File: config.mk
export PLATFORM = sky130hd
export DESIGN_NAME = uidbufr_interconnect
export DESIGN_NICKNAME = d
export VERILOG_FILES = /design/src/rtl/uidbufr_interconnect.sv
export SDC_FILE = /design/constraint.sdc
export NUM_CORES = 1
export LEC_CHECK = 0
export ABC_AREA = 1
export CORE_AREA = 2 2 146 148
export DETAILED_ROUTE_END_ITERATION = 10
export DIE_AREA = 0 0 148 150
export GPL_TIMING_DRIVEN = 1
export PLACE_DENSITY = 0.53
export SKIP_CTS_REPAIR_TIMING = 1
export SLEW_MARGIN = 15
export SYNTH_ARGS = -nofsm -noshare
export SYNTH_HDL_FRONTEND = slang
export SYNTH_SLANG_ARGS = --single-unit
File: constraint.sdc
create_clock -name ui_clk -period 2.3 [get_ports ui_clk]
set_input_delay 0.575 -clock ui_clk [delete_from_list [all_inputs] [get_ports ui_clk]]
set_output_delay 0.575 -clock ui_clk [all_outputs]
set_load 0.03 [all_outputs]
File: src/rtl/uidbufr_interconnect.sv
// uidbufr_interconnect
//   Four-to-one FDMA read-channel arbiter (ui_clk domain). Up to four uidbuf
//   read engines share one FDMA read port. One requester is granted per burst;
//   the busy and data strobes of that burst are returned only to the winner.
//
//   Build option: define UIDBUFR_RR_ARB_EN for round-robin arbitration
//   (search starts at a priority pointer, wraps ch4 -> ch1). Undefined gives
//   fixed priority ch1 > ch2 > ch3 > ch4.
//
// Ports
//   ui_clk, ui_rstn            clock, asynchronous active-low reset
//   fdma_raddr_n/rareq_n/rsize_n   requester n burst request (n = 1..4)
//   fdma_rbusy_n/rdata_n/rvalid_n  return path to requester n
//   fdma_raddr/rareq/rsize     request to the FDMA controller
//   fdma_rbusy/rdata/rvalid    response from the FDMA controller
//   grant_ch                   current or last granted channel (0 = ch1)
module uidbufr_interconnect #(
    parameter int AXI_DATA_WIDTH = 32,
    parameter int AXI_ADDR_WIDTH = 23
) (
    input  logic                      ui_clk,
    input  logic                      ui_rstn,

    input  logic [AXI_ADDR_WIDTH-1:0] fdma_raddr_1,
    input  logic                      fdma_rareq_1,
    input  logic [15:0]               fdma_rsize_1,
    output logic                      fdma_rbusy_1,
    output logic [AXI_DATA_WIDTH-1:0] fdma_rdata_1,
    output logic                      fdma_rvalid_1,

    input  logic [AXI_ADDR_WIDTH-1:0] fdma_raddr_2,
    input  logic                      fdma_rareq_2,
    input  logic [15:0]               fdma_rsize_2,
    output logic                      fdma_rbusy_2,
    output logic [AXI_DATA_WIDTH-1:0] fdma_rdata_2,
    output logic                      fdma_rvalid_2,

    input  logic [AXI_ADDR_WIDTH-1:0] fdma_raddr_3,
    input  logic                      fdma_rareq_3,
    input  logic [15:0]               fdma_rsize_3,
    output logic                      fdma_rbusy_3,
    output logic [AXI_DATA_WIDTH-1:0] fdma_rdata_3,
    output logic                      fdma_rvalid_3,

    input  logic [AXI_ADDR_WIDTH-1:0] fdma_raddr_4,
    input  logic                      fdma_rareq_4,
    input  logic [15:0]               fdma_rsize_4,
    output logic                      fdma_rbusy_4,
    output logic [AXI_DATA_WIDTH-1:0] fdma_rdata_4,
    output logic                      fdma_rvalid_4,

    output logic [AXI_ADDR_WIDTH-1:0] fdma_raddr,
    output logic                      fdma_rareq,
    output logic [15:0]               fdma_rsize,
    input  logic                      fdma_rbusy,
    input  logic [AXI_DATA_WIDTH-1:0] fdma_rdata,
    input  logic                      fdma_rvalid,

    output logic [1:0]                grant_ch
);

    typedef enum logic [1:0] {
        IDLE = 2'd0,
        REQ  = 2'd1,
        BUSY = 2'd2
    } state_t;

    state_t                    state;
    logic [3:0]                req_vec;
    logic [1:0]                win;
    logic                      found;
    logic [AXI_ADDR_WIDTH-1:0] sel_addr;
    logic [15:0]               sel_size;
    logic                      active;

    assign req_vec = {fdma_rareq_4, fdma_rareq_3, fdma_rareq_2, fdma_rareq_1};

`ifdef UIDBUFR_RR_ARB_EN
    logic [1:0] ptr;
    logic [1:0] idx;

    // First requester at or after the pointer, wrapping ch4 -> ch1.
    always_comb begin
        win   = ptr;
        found = 1'b0;
        idx   = '0;
        for (int unsigned i = 0; i < 4; i++) begin
            idx = ptr + 2'(i);
            if (!found && req_vec[idx]) begin
                found = 1'b1;
                win   = idx;
            end
        end
    end
`else
    // Lowest-numbered requester wins.
    always_comb begin
        win   = '0;
        found = 1'b0;
        for (int unsigned i = 0; i < 4; i++) begin
            if (!found && req_vec[2'(i)]) begin
                found = 1'b1;
                win   = 2'(i);
            end
        end
    end
`endif

    always_comb begin
        sel_addr = fdma_raddr_1;
        sel_size = fdma_rsize_1;
        case (win)
            2'd1: begin
                sel_addr = fdma_raddr_2;
                sel_size = fdma_rsize_2;
            end
            2'd2: begin
                sel_addr = fdma_raddr_3;
                sel_size = fdma_rsize_3;
            end
            2'd3: begin
                sel_addr = fdma_raddr_4;
                sel_size = fdma_rsize_4;
            end
            default: ;
        endcase
    end

    always_ff @(posedge ui_clk or negedge ui_rstn) begin
        if (!ui_rstn) begin
            state      <= IDLE;
            grant_ch   <= '0;
            fdma_rareq <= 1'b0;
            fdma_raddr <= '0;
            fdma_rsize <= '0;
`ifdef UIDBUFR_RR_ARB_EN
            ptr        <= '0;
`endif
        end else begin
            case (state)
                IDLE: begin
                    if (found) begin
                        grant_ch   <= win;
                        fdma_raddr <= sel_addr;
                        fdma_rsize <= sel_size;
                        fdma_rareq <= 1'b1;
                        state      <= REQ;
                    end
                end
                REQ: begin
                    if (fdma_rbusy) begin
                        fdma_rareq <= 1'b0;
                        state      <= BUSY;
                    end
                end
                BUSY: begin
                    if (!fdma_rbusy) begin
`ifdef UIDBUFR_RR_ARB_EN
                        ptr <= grant_ch + 2'd1;
`endif
                        state <= IDLE;
                    end
                end
                default: state <= IDLE;
            endcase
        end
    end

    // Return path is purely combinational; gating on state keeps stray
    // controller strobes seen in IDLE away from every requester.
    assign active = (state != IDLE);

    assign fdma_rbusy_1  = fdma_rbusy  & active & (grant_ch == 2'd0);
    assign fdma_rbusy_2  = fdma_rbusy  & active & (grant_ch == 2'd1);
    assign fdma_rbusy_3  = fdma_rbusy  & active & (grant_ch == 2'd2);
    assign fdma_rbusy_4  = fdma_rbusy  & active & (grant_ch == 2'd3);
    assign fdma_rvalid_1 = fdma_rvalid & active & (grant_ch == 2'd0);
    assign fdma_rvalid_2 = fdma_rvalid & active & (grant_ch == 2'd1);
    assign fdma_rvalid_3 = fdma_rvalid & active & (grant_ch == 2'd2);
    assign fdma_rvalid_4 = fdma_rvalid & active & (grant_ch == 2'd3);

    assign fdma_rdata_1 = fdma_rdata;
    assign fdma_rdata_2 = fdma_rdata;
    assign fdma_rdata_3 = fdma_rdata;
    assign fdma_rdata_4 = fdma_rdata;

endmodule

==> metrics.log <==
INFO  metric synth_top_area_share = 27.24%
INFO  metric grt_max_degree = between 40 and 50
INFO  metric share_of_synthesized_area_occupied_by_flip_flops_and_latches = 27.24%
INFO  metric yosys_register_bits = 44
INFO  metric final.min_clock_period = 2.216 ns
INFO  metric dr.first_iter.drc_count = 188
INFO  metric timing.final.crit_share = 96.36%
INFO  metric endpoint_kind = output pin
INFO  metric die_x = 148 µm
INFO  metric critical_path.max_fanout = 5
INFO  metric p_seq_share = about a quarter
INFO  metric timing_hold_violations_final = 0
INFO  metric final_core_utilization = between 20% and 30%
INFO  metric dieArea = 22200 µm²
INFO  metric critPathRequiredTime = between 1.5 and 2 ns
INFO  metric start_util = 19.53%
INFO  metric drt-vias-per-instance = 4.278
INFO  metric reg2reg_start = state[1]
INFO  metric finalMaxSlewViolations = 0
INFO  metric grt_first_pass_wirelength = between 20000 and 25000 µm
INFO  metric critPathKind = input port to output pin
INFO  metric place_hpwl = approximately 12000 µm
INFO  metric fp.coreArea = 20690 µm²
INFO  metric drive_gt1_share = 7.071%
INFO  metric firstDrtPassIters = 4
INFO  metric power.share.combinational = between 50% and 60%
INFO  metric insertion_delay_of_the_later_clocked_pin_in_the_worst_skew_pair = ~0.30 ns
INFO  metric max_freq = about 0.45 GHz
INFO  metric crit-reg2reg-capture = fdma_raddr[19]
INFO  metric power_frac_clock = 16.5%
INFO  metric worst_r2r_path_depth = 6
INFO  metric final_nets = 888
INFO  metric sw_frac_of_total = 45.18%
INFO  metric setup_violations = 0
INFO  metric synth.largest_area_cell = dfrtp_1
INFO  metric antenna_left = 0
INFO  metric clkSlewWorstSetupHoldPaths = 0.07 ns
INFO  metric io_pins = 374
INFO  metric std_cell_rows = 53
INFO  metric p_sw = 2471 µW
INFO  metric grt_antenna_before_repair = 0
INFO  metric cts_max_path_buffers = 2
INFO  metric max_slew.worst_pin.slew = 0.4261 ns
INFO  metric report.power.total = 5469 µW
INFO  metric startpoint_type = input port
INFO  metric most-common-layout-cells = 202 x clkdlybuf4s50_1, 181 x nand2_1, 74 x nand3_1, 61 x nand4_1, 45 x nor2_1
INFO  metric avgSynthCellArea = 6.561 µm²
INFO  metric synth.lib_cells_used.distinct = 17
INFO  metric mostFrequentLayoutCell = clkdlybuf4s50_1
INFO  metric clock_tree.htree_level_count = 2
INFO  metric synth.net_count = 812
INFO  metric tritoncts_num_sinks = 44
INFO  metric worst_ir_drop_vdd = 0.0003039 V
INFO  metric timing.clock.skew = slightly above 0.01 ns
INFO  metric tritoncts.num_buffers = 5
INFO  metric static-leakage-power = 0.002499 µW
INFO  metric globalplace.congestion = between 0.7 and 0.8
INFO  metric antennaDiodeCount = 0
INFO  metric rsz0062_at_grt = no
INFO  metric synth_area = 4041 µm²
INFO  metric number_of_enable_type_register_cells_in_the_synthesized_netlist = 0
INFO  metric cts_tree = done
INFO  metric post-route-drc-count = 0
INFO  metric yosysWarnings = 0
INFO  metric power-per-cell-area = ~950 nW/µm²
INFO  metric dominantRegCellSynth = dfrtp_1
INFO  metric layout.filler_cells = 2306
INFO  metric leading_post_synthesis_cells_by_cell_area = dfrtp_1 27%, buf_4 25%, nand2_1 17%
INFO  metric status = finished clean
INFO  metric synthesized_netlist_cell_count = 616
INFO  metric dpl-instance-area = 5607 µm²
INFO  metric max_cap_violations = 0
INFO  metric routedWlPerCell = between 15 and 20 µm
INFO  metric die-height = 150 µm
INFO  metric summed_negative_setup_slack_over_all_endpoints = 0 ns
INFO  metric vias_in_the_first_global_route = 4149
INFO  metric drt-total-wl = 16180 µm
INFO  metric cts_root_buf = clkbuf_16
INFO  metric grt_util_all_layers = between 10 and 15%
INFO  metric timing.critical_path.arrival = roughly 1.6 ns
INFO  metric timing.max_slew.rel_slack = 71.55%
INFO  metric finalInstanceArea = approximately 5800 µm²
INFO  metric area_delta_synth_final = 43.13%
INFO  metric dr_total_vias = 4141
INFO  metric internal_power = approximately 3000 µW
INFO  metric synth-async-reset-ratio = 100.0%
INFO  metric reg2reg_setup_slack = 0.84 ns
INFO  metric buffer_ports.inserted = 213
INFO  metric overflow = 0
INFO  metric min-delay-path-class = input port to async pin
==> cells in the mapped netlist, types with 2 or more instances <==
library cell / n
inv_1: 24
o21ai_0: 3
nand2_1: 182
dfrtp_1: 44
nand3_1: 74
clkbuf_1: 16
nor2_1: 46
nor3_1: 8
inv_2: 3
buf_1: 2
buf_4: 132
buf_2: 16
nand4_1: 61
nand2_2: 2
==> flip-flops by register name, summed over array words and instances, names as in the netlist <==
| register | flops |
|---|---|
| grant_ch | 2 |
| state | 2 |
| fdma_rareq | 1 |
| fdma_rsize | 16 |
| fdma_raddr | 23 |
==> metrics by stage <==
| step | setup slack, ns | instances | hold slack, ns |
|---|---|---|---|
| 2_1_floorplan | 0.2927 | 616 | 0.2794 |
| 3_3_place_gp | 0.09759 | 960 | 0.4615 |
| 3_5_place_dp | 0.07218 | 960 | 0.4657 |
| 4_1_cts | 0.06721 | 968 | 0.2611 |
| 5_1_grt | 0.01392 | 968 | 0.2903 |
| 6_report | 0.08368 | 968 | 0.2529 |
==> how the worst max path moves through the flow <==
stage | startpoint | to | slack, ns | cells after the start
2_1_floorplan | grant_ch[1] | fdma_rbusy_3 | 0.29 | 2
3_3_place_gp | fdma_rbusy | fdma_rbusy_1 | 0.1 | 4
3_5_place_dp | fdma_rbusy | fdma_rbusy_1 | 0.07 | 4
4_1_cts | fdma_rbusy | fdma_rbusy_1 | 0.07 | 4
5_1_grt | fdma_rbusy | fdma_rbusy_4 | 0.01 | 5
6_report | fdma_rbusy | fdma_rbusy_1 | 0.08 | 4
==> kinds of logic (layout without fill, tap and decap cells) <==
| logic type | Yosys count | in the layout | share of synthesized area, % |
|---|---|---|---|
| simple gates | 374 | 374 | 41.36 |
| buf+inv | 193 | 270 | 30.68 |
| flops | 44 | 44 | 27.24 |
| compound gates | 5 | 5 | 0.7119 |
==> power by group through the flow <==
stage	clock [µW]	sequential (µW)	combinational, µW
5_1_grt	962	1450	3430
6_report	904	1400	3160
3_3_place_gp	0	1410	3200
4_1_cts	944	1410	3220
2_1_floorplan	0	2060	1400
3_5_place_dp	0	1410	3220
==> cell type report <==
cell class / count / area [µm²] / area share (%)
timing repair buffer: 235 / 2350 / 40.62
multi-input combinational: 379 / 1710 / 29.57
sequential: 44 / 1101 / 19.04
tap: 275 / 344.1 / 5.949
clock buffer: 6 / 138.9 / 2.401
inverter: 27 / 101.3 / 1.752
clock inverter: 2 / 38.79 / 0.6706
==> critical path: stages <==
cell,delay [ns]
clkdlybuf4s50_1,0.50
nand2_1,0.13
nor3_1,0.23
buf_4,0.21
==> per-layer routing <==
metal | wire (µm) | vias to the layer above | part of all wire [%] | GRT usage [%]
met3 | 1217 | 51 | 7.5 | 3.811
met1 | 7221 | 1886 | 45 | 18.06
met5 | 0 | - | 0 | 0
li1 | - | 2027 | - | -
met2 | 7365 | 177 | 46 | 23.08
met4 | 372 | 0 | 2.3 | 4.286
Note: power is estimated with default switching activity, not from simulation.
